[config.mk]
export PLATFORM = sky130hd
export DESIGN_NAME = vram_pixel_fetcher
export DESIGN_NICKNAME = d
export VERILOG_FILES = /design/src/rtl/vram_pixel_fetcher.sv
export SDC_FILE = /design/constraint.sdc
export NUM_CORES = 1
export LEC_CHECK = 0
export ABC_AREA = 1
export BUFFER_PORTS_ARGS = -buffer_cell sky130_fd_sc_hd__buf_2
export CORE_AREA = 2 2 116 129
export CTS_BUF_LIST = sky130_fd_sc_hd__clkbuf_2 sky130_fd_sc_hd__clkbuf_4 sky130_fd_sc_hd__clkbuf_8
export CTS_CLUSTER_SIZE = 16
export DETAILED_ROUTE_END_ITERATION = 8
export DIE_AREA = 0 0 118 131
export PLACE_DENSITY = 0.53
export SLEW_MARGIN = 15
export SYNTH_ARGS = -nofsm -noshare
export SYNTH_HDL_FRONTEND = slang
export SYNTH_SLANG_ARGS = --single-unit
[constraint.sdc]
create_clock -name clock -period 4.43 [get_ports clock]
set_input_delay 0.443 -clock clock [delete_from_list [all_inputs] [get_ports clock]]
set_output_delay 0.443 -clock clock [all_outputs]
set_load 0.02 [all_outputs]
[src/rtl/vram_pixel_fetcher.sv]
// Video display-port reader for the shared video RAM.
// Fetches one line of bytes and streams them out MSB-first, one pixel per ce_pix.
module vram_pixel_fetcher #(
   parameter int addr_width_g     = 14,
   parameter int bytes_per_line_g = 40,
   parameter int lines_g          = 192
) (
   input  logic                    clock,
   input  logic                    reset_n,
   input  logic                    ce_pix,
   input  logic                    frame_start,
   input  logic                    line_start,
   input  logic [addr_width_g-1:0] base_addr,
   output logic                    ram_enable,
   output logic [addr_width_g-1:0] ram_address,
   input  logic [7:0]              ram_q,
   output logic                    pixel,
   output logic                    pixel_valid,
   output logic                    busy
);

   typedef enum logic [1:0] {
      IDLE,
      PREFETCH,
      ACTIVE,
      DRAIN
   } state_t;

   localparam logic [7:0]  LINES  = 8'(lines_g);
   localparam logic [7:0]  BPL_M1 = 8'(bytes_per_line_g - 1);
   localparam logic [15:0] BPL    = 16'(bytes_per_line_g);
   localparam logic [addr_width_g-1:0] ONE = 1;

   state_t                  state_q, state_d;
   logic [7:0]              line_cnt_q, line_cnt_d;
   logic [addr_width_g-1:0] base_q, base_d;
   logic [addr_width_g-1:0] fetch_q, fetch_d;
   logic [2:0]              bit_cnt_q, bit_cnt_d;
   logic [7:0]              byte_cnt_q, byte_cnt_d;
   logic [7:0]              pref_q, pref_d;
   logic [7:0]              shift_q, shift_d;
   logic                    cap_q, cap_d;
   logic                    en_q, en_d;
   logic [addr_width_g-1:0] addr_q, addr_d;
   logic                    pix_q, pix_d;
   logic                    val_q, val_d;
   logic                    busy_q, busy_d;
   logic [15:0]             line_off;
   logic [addr_width_g-1:0] line_addr;

   assign ram_enable  = en_q;
   assign ram_address = addr_q;
   assign pixel       = pix_q;
   assign pixel_valid = val_q;
   assign busy        = busy_q;

   // State register and all datapath registers.
   always_ff @(posedge clock or negedge reset_n) begin
      if (!reset_n) begin
         state_q    <= IDLE;
         line_cnt_q <= '0;
         base_q     <= '0;
         fetch_q    <= '0;
         bit_cnt_q  <= '0;
         byte_cnt_q <= '0;
         pref_q     <= '0;
         shift_q    <= '0;
         cap_q      <= 1'b0;
         en_q       <= 1'b0;
         addr_q     <= '0;
         pix_q      <= 1'b0;
         val_q      <= 1'b0;
         busy_q     <= 1'b0;
      end else begin
         state_q    <= state_d;
         line_cnt_q <= line_cnt_d;
         base_q     <= base_d;
         fetch_q    <= fetch_d;
         bit_cnt_q  <= bit_cnt_d;
         byte_cnt_q <= byte_cnt_d;
         pref_q     <= pref_d;
         shift_q    <= shift_d;
         cap_q      <= cap_d;
         en_q       <= en_d;
         addr_q     <= addr_d;
         pix_q      <= pix_d;
         val_q      <= val_d;
         busy_q     <= busy_d;
      end
   end

   // Start address of the current line, wrapping at the RAM size.
   always_comb begin
      line_off  = {8'd0, line_cnt_q} * BPL;
      line_addr = base_q + addr_width_g'(line_off);
   end

   // Next-state, fetch sequencing and serialiser.
   always_comb begin
      state_d    = state_q;
      line_cnt_d = line_cnt_q;
      base_d     = base_q;
      fetch_d    = fetch_q;
      bit_cnt_d  = bit_cnt_q;
      byte_cnt_d = byte_cnt_q;
      pref_d     = pref_q;
      shift_d    = shift_q;
      cap_d      = en_q;
      en_d       = 1'b0;
      addr_d     = addr_q;
      pix_d      = pix_q;
      val_d      = val_q;
      // RAM data is valid the clock after the enable cycle.
      if (cap_q) begin
         pref_d = ram_q;
      end
      if (frame_start) begin
         state_d    = IDLE;
         pix_d      = 1'b0;
         val_d      = 1'b0;
         cap_d      = 1'b0;
         line_cnt_d = '0;
         base_d     = base_addr;
      end else begin
         unique case (state_q)
            IDLE: begin
               if (line_start && (line_cnt_q < LINES)) begin
                  en_d       = 1'b1;
                  addr_d     = line_addr;
                  fetch_d    = line_addr + ONE;
                  bit_cnt_d  = '0;
                  byte_cnt_d = '0;
                  state_d    = PREFETCH;
               end
            end
            PREFETCH: begin
               if (cap_q) begin
                  state_d = ACTIVE;
               end
            end
            ACTIVE: begin
               if (ce_pix) begin
                  if (bit_cnt_q == 3'd0) begin
                     pix_d   = pref_q[7];
                     shift_d = {pref_q[6:0], 1'b0};
                     val_d   = 1'b1;
                     if (byte_cnt_q < BPL_M1) begin
                        en_d    = 1'b1;
                        addr_d  = fetch_q;
                        fetch_d = fetch_q + ONE;
                     end
                  end else begin
                     pix_d   = shift_q[7];
                     shift_d = {shift_q[6:0], 1'b0};
                  end
                  bit_cnt_d = bit_cnt_q + 3'd1;
                  if (bit_cnt_q == 3'd7) begin
                     byte_cnt_d = byte_cnt_q + 8'd1;
                     if (byte_cnt_q == BPL_M1) begin
                        state_d = DRAIN;
                     end
                  end
               end
            end
            DRAIN: begin
               if (ce_pix) begin
                  pix_d   = 1'b0;
                  val_d   = 1'b0;
                  state_d = IDLE;
                  if (line_cnt_q != 8'hFF) begin
                     line_cnt_d = line_cnt_q + 8'd1;
                  end
               end
            end
         endcase
      end
      busy_d = (state_d != IDLE);
   end

endmodule

Yosys cells after proc, flatten, opt, wreduce, memory -nomap -nowiden
Index checks and enable logic that the tools add are counted.

storage, ports and cells
  bits of input ports = 27
  logic and storage cells = 100
  bits in registers = 84
  output and inout bits = 18

operators by class
  eq/ne operators = 14
  muxes and demuxes = 46
  bitwise operators = 1
  add/subtract/negate cells = 6
  order comparisons = 2
  reduce and logical (&&, ||, !) cells = 16
  multipliers = 1

operators with widths
  cell                                                        count
  2-to-1 mux 14 bit                                           8
  2-to-1 mux 8 bit                                            8
  case mux 14 bit (2 select lines)                            2
  adder 14 x 1 -> 14 bit, second input constant               2
  adder 8 x 1 -> 8 bit, second input constant                 2
  case mux 8 bit (2 select lines)                             1
  adder 14 bit                                                1
  2-to-1 mux 2 bit                                            7
  2-to-1 mux 1 bit                                            13
  multiplier 8 x 3 -> 11 bit, second input constant           1
  inequality test 2 bit, second input constant                5
  nonzero test 2 bit                                          5
  inequality test 3 bit, second input constant                3
  AND reduction 3 bit                                         3
  equality test 8 x 6 -> 1 bit, second input constant         1
  less-than comparator 8 x 6 -> 1 bit, second input constant  1
  less-than comparator 8 bit, second input constant           1
  inequality test 8 bit, second input constant                1
  case mux 2 bit (4 select lines)                             1
  AND reduction 4 bit                                         2
  2-to-1 mux 3 bit                                            2
  case mux 1 bit (2 select lines)                             3
  case mux 3 bit (2 select lines)                             1
  AND reduction 6 bit                                         1
  10 further kinds                                            11

Logic depth before layout (Yosys ltp)
  depth in word-level cells = 7
  depth in mapped cells = 22
  gate-level depth less buffers = 22

Worst setup path after synthesis
OpenSTA, ideal clock, no wires.

  kind = register -> register
  start = register line_cnt_q[1]
  end = register fetch_q[13]
  period minus slack after synthesis = 3114 ps
  setup time = 117 ps
  arrival = 2997 ps
  stages on the path, launching flop included = 21
  data required time = 4313 ps
  path buffers = 0
  path slack = 1316 ps
  cells stage by stage = dfrtp_1 > ha_1 > ha_1 > fa_1 > nand3_1 > nand2_1 > xnor2_1 > inv_1 > ha_1 > nand2_1 > inv_1 > a21oi_1 > nand2_1 > nand2_1 > nand2_1 > nand2_1 > o21ai_0 > nor2_1 > nand3_1 > nand3_1 > nand2_1

on the way
  word-level cells in the longest chain between the ends = 5
  elaborated cells between the ends (all ways) = 9
  those cells by class = 2 x add/sub; 1 x mul; 1 x order compare; 1 x eq/ne; 2 x mux; 2 x reduce/logical

RTL lines
  element                           line  RTL
  from (decl)                       35    logic [7:0] line_cnt_q, line_cnt_d;
  from (signal assigned)            76    line_cnt_q <= line_cnt_d;
  multiplier 8 x 3 -> 11 bit        94    line_off = {8'd0, line_cnt_q} * BPL;
  adder 14 bit                      95    line_addr = base_q + addr_width_g'(line_off);
  adder 14 x 1 -> 14 bit            130   fetch_d = line_addr + ONE;
  2-to-1 mux 14 bit                 127   if (line_start && (line_cnt_q < LINES)) begin
  case mux 14 bit (2 select lines)  125   unique case (state_q)
  to (signal assigned)              78    fetch_q <= fetch_d;
  to (decl)                         37    logic [addr_width_g-1:0] fetch_q, fetch_d;

Parallel ways exist; a longest one is shown, timed or not. The select of a mux whose other input is x is not followed.
A chain may end at the register's enable or synchronous reset.

Worst setup path after layout
Same ends and word-level chain as after synthesis.

==> out/qor.yml <==
crit_path_cell_trace: "ha_1, ha_1, fa_1, nand3_1, nand2_1, xnor2_1, inv_1, ha_1, nand2_1, inv_1, a21oi_1, nand2_1, nand2_1, nand2_1, nand2_1, o21ai_0, nor2_1, nand3_1, nand3_1, nand2_1"
layout-drive-gt1-share_pct: 14.0
ir_drop_mv: 0.167
syn_nets: 683
clock_skew_ps: 12.4
cts.reportedPaths.clkPinSlew_ps: 90
post-cts-setup-buffers: 0
syn2layout_area_growth_pct: 11.6
cp_max_fo: 6
synth_edf_count: 0
ys_seq_area_share_pct: 42.8
synth_top_area_share_pct: 42.8
r2r_slack_ps: 1000
vias_per_cell: 4.73
die_area_sq_um: 15500
synthArstFlopShare_pct: 100
dpl.hpwl_microns: 8240
worstSetupEndpointType: "flop"
grt.total_usage_pct: 15.6
cts_root_buf: "clkbuf_8"
worstReg2RegEnd: "fetch_q[13]$_DFFE_PN0P_"
synth_area_leaders: "dfrtp_1 (43%), nand2_1 (16%), ha_1 (7.2%), inv_1 (4.4%), nor2_1 (4.3%)"
stdcell_count: 863
drt_iter0_drc: 136
std_cell_rows: 46
cts_buffers: 9
slowest_delay_ps: 470
cp_num_buf_inv: 2
syn_inst: 626
dr.pass1.iters: 4
clock_latency_ps: 380
ys.flop_type: "dfrtp_1"
worstMarginPinSlew_ps: 925
slew_headroom_pct: 38.1
grt_pass1_wl_microns: 19200
crit_family: "adder cells"
gr-total-overflow: 0
reg2regPathDepth: 20
synthTopCellsByCount: "nand2_1 (201), dfrtp_1 (83), inv_1 (57)"
cts_sinks: 83
ant_nets: 0
yosysMostFrequentCell: "nand2_1"
antenna_found_initial: 0
powerDensity_nw_per_um2: 346
ys_types: 42
cts_tree: "built"
clock_path_buffers: 2
maxCapViolCount: 0
die_x_microns: 118
min_path_type: "in2async"
drt_wl_total_microns: 11000
cpMaxStageDelayCell: "dfrtp_1"
syn_avg_cell_area_sq_um: 7.76
grt_pass1_vias: 4102
wl_per_cell_microns: 12.8
grt_max_degree: 48
htreeDepth: 3
fillers: 1503
slew_violations: 0
p_leak_nw: 2.79
place_congestion: 0.837
worst_ep_arrival_time_ps: 3700
ctsResizeCount: 0
setup_violations: 0
critPathMostFrequentCell: "nand2_1"
start_kind: "flop"
fin_setup_tns_ps: 0
finalHoldViolCount: 0
port-buffer-count: 44
remaining_drc_errors: 0
coreArea_sq_um: 14200
dp.cells: 848
cp.required_ps: 4700
rsz0062_at_grt: "false"
timing.final.crit_share_pct: 77.3
fin_nets: 724
reg2reg_from: "line_cnt_q[1]$_DFFE_PN0P_"
criticalPathCategory: "reg2reg"
outcome: "finished clean"
finalCriticalPeriod_ps: 3430
synthesis.area_sq_um: 4860
vias: 4081
diodes: 0
die_h_microns: 131
fmax_mhz: 292
io_pins: 45
start_util_pct: 34.2
post-synth-top-area-cell: "dfrtp_1"
cts-hold-fix-buffers: 0
ys_ff_latch: 83
yosysWarnings: 0
how the worst max path moves through the flow:
stage | start | endpoint | slack [ps] | depth (start not counted)
floorplan | line_cnt_q[1]$_DFFE_PN0P_ | fetch_q[13]$_DFFE_PN0P_ | 1320 | 20
global placement | line_cnt_q[1]$_DFFE_PN0P_ | fetch_q[13]$_DFFE_PN0P_ | 1070 | 22
detailed placement | line_cnt_q[1]$_DFFE_PN0P_ | fetch_q[13]$_DFFE_PN0P_ | 990 | 20
CTS | line_cnt_q[1]$_DFFE_PN0P_ | fetch_q[13]$_DFFE_PN0P_ | 990 | 20
global route | line_cnt_q[1]$_DFFE_PN0P_ | fetch_q[13]$_DFFE_PN0P_ | 640 | 21
finish | line_cnt_q[1]$_DFFE_PN0P_ | fetch_q[13]$_DFFE_PN0P_ | 1000 | 20
sequential cells by signal (all words and copies together) (netlist names):
name	count
fetch_q	14
pixel_valid	1
bit_cnt_q	3
ram_address	14
state_q	2
pref_q	8
pixel	1
byte_cnt_q	8
cap_q	1
busy	1
ram_enable	1
shift_q	7
line_cnt_q	8
base_q	14
final cells by class:
cell class,instances,area [sq um],area share (%)
tap,192,240,4.43
timing repair buffer,46,238,4.39
clock inverter,6,47.5,0.877
sequential,83,2080,38.3
inverter,62,233,4.29
clock buffer,9,124,2.29
multi-input combinational,465,2460,45.4
placed cells by master (no fill, tap or decap), types with 4 or more instances in the layout:
cell type and n:
nand2_1 201, clkbuf_8 9, nor2_1 55, o21ai_0 36, xnor2_1 7, ha_1 28, nor2_2 5, a21oi_1 28
nand3_1 39, a31oi_1 11, inv_1 57, nand2_4 5, buf_2 43, inv_2 4, dfrtp_1 83, mux2_2 6
nor3_1 5
power breakdown:
group	internal, mW	switching [mW]
Sequential	0.881	0.0729
Clock	0.206	0.309
Combinational	0.147	0.257
Total	1.23	0.639
routing by layer:
layer	up-vias	wire, microns	track usage (%)
li1	2112	-	-
met1	1892	5210	18.9
met2	57	5170	26.6
met3	20	338	3.60
met4	0	332	7.16
met5	-	0	0
per-stage QoR:
step                worst slack, ps  total power [mW]  utilization [%]  area, sq um  hold WS, ps
global route                    638              2.00             38.1         5420         57.4
floorplan                      1320              1.24                -         4860          147
CTS                             986              1.91             38.1         5420         33.6
finish                         1000              1.87             38.1         5420         32.4
detailed placement              989              1.38             36.9         5250          456
global placement               1070              1.37             36.9         5250          451
worst register-to-register path: cells and delay by family, from the launching register on:
kind	cells	cell delay [ps]
AOI/OAI and AO/OA	2	360
xor gates and xnor gates	1	140
adders and majority gates	4	1280
buffers and inverters	2	110
DFF	1	470
and+or+nand+nor	11	990
kinds of logic (layout without fill, tap and decap cells):
family          after synthesis  after routing  synth area share [%]
fa+ha+maj                    30             30                  8.04
buf+inv                      78            123                  6.54
mux                           6              6                  1.39
xor+xnor                     10             10                  1.80
compound gates               92             92                  10.7
flops                        83             83                  42.8
simple gates                327            327                  28.7
No activity file was read; power rests on OpenSTA's default activity.
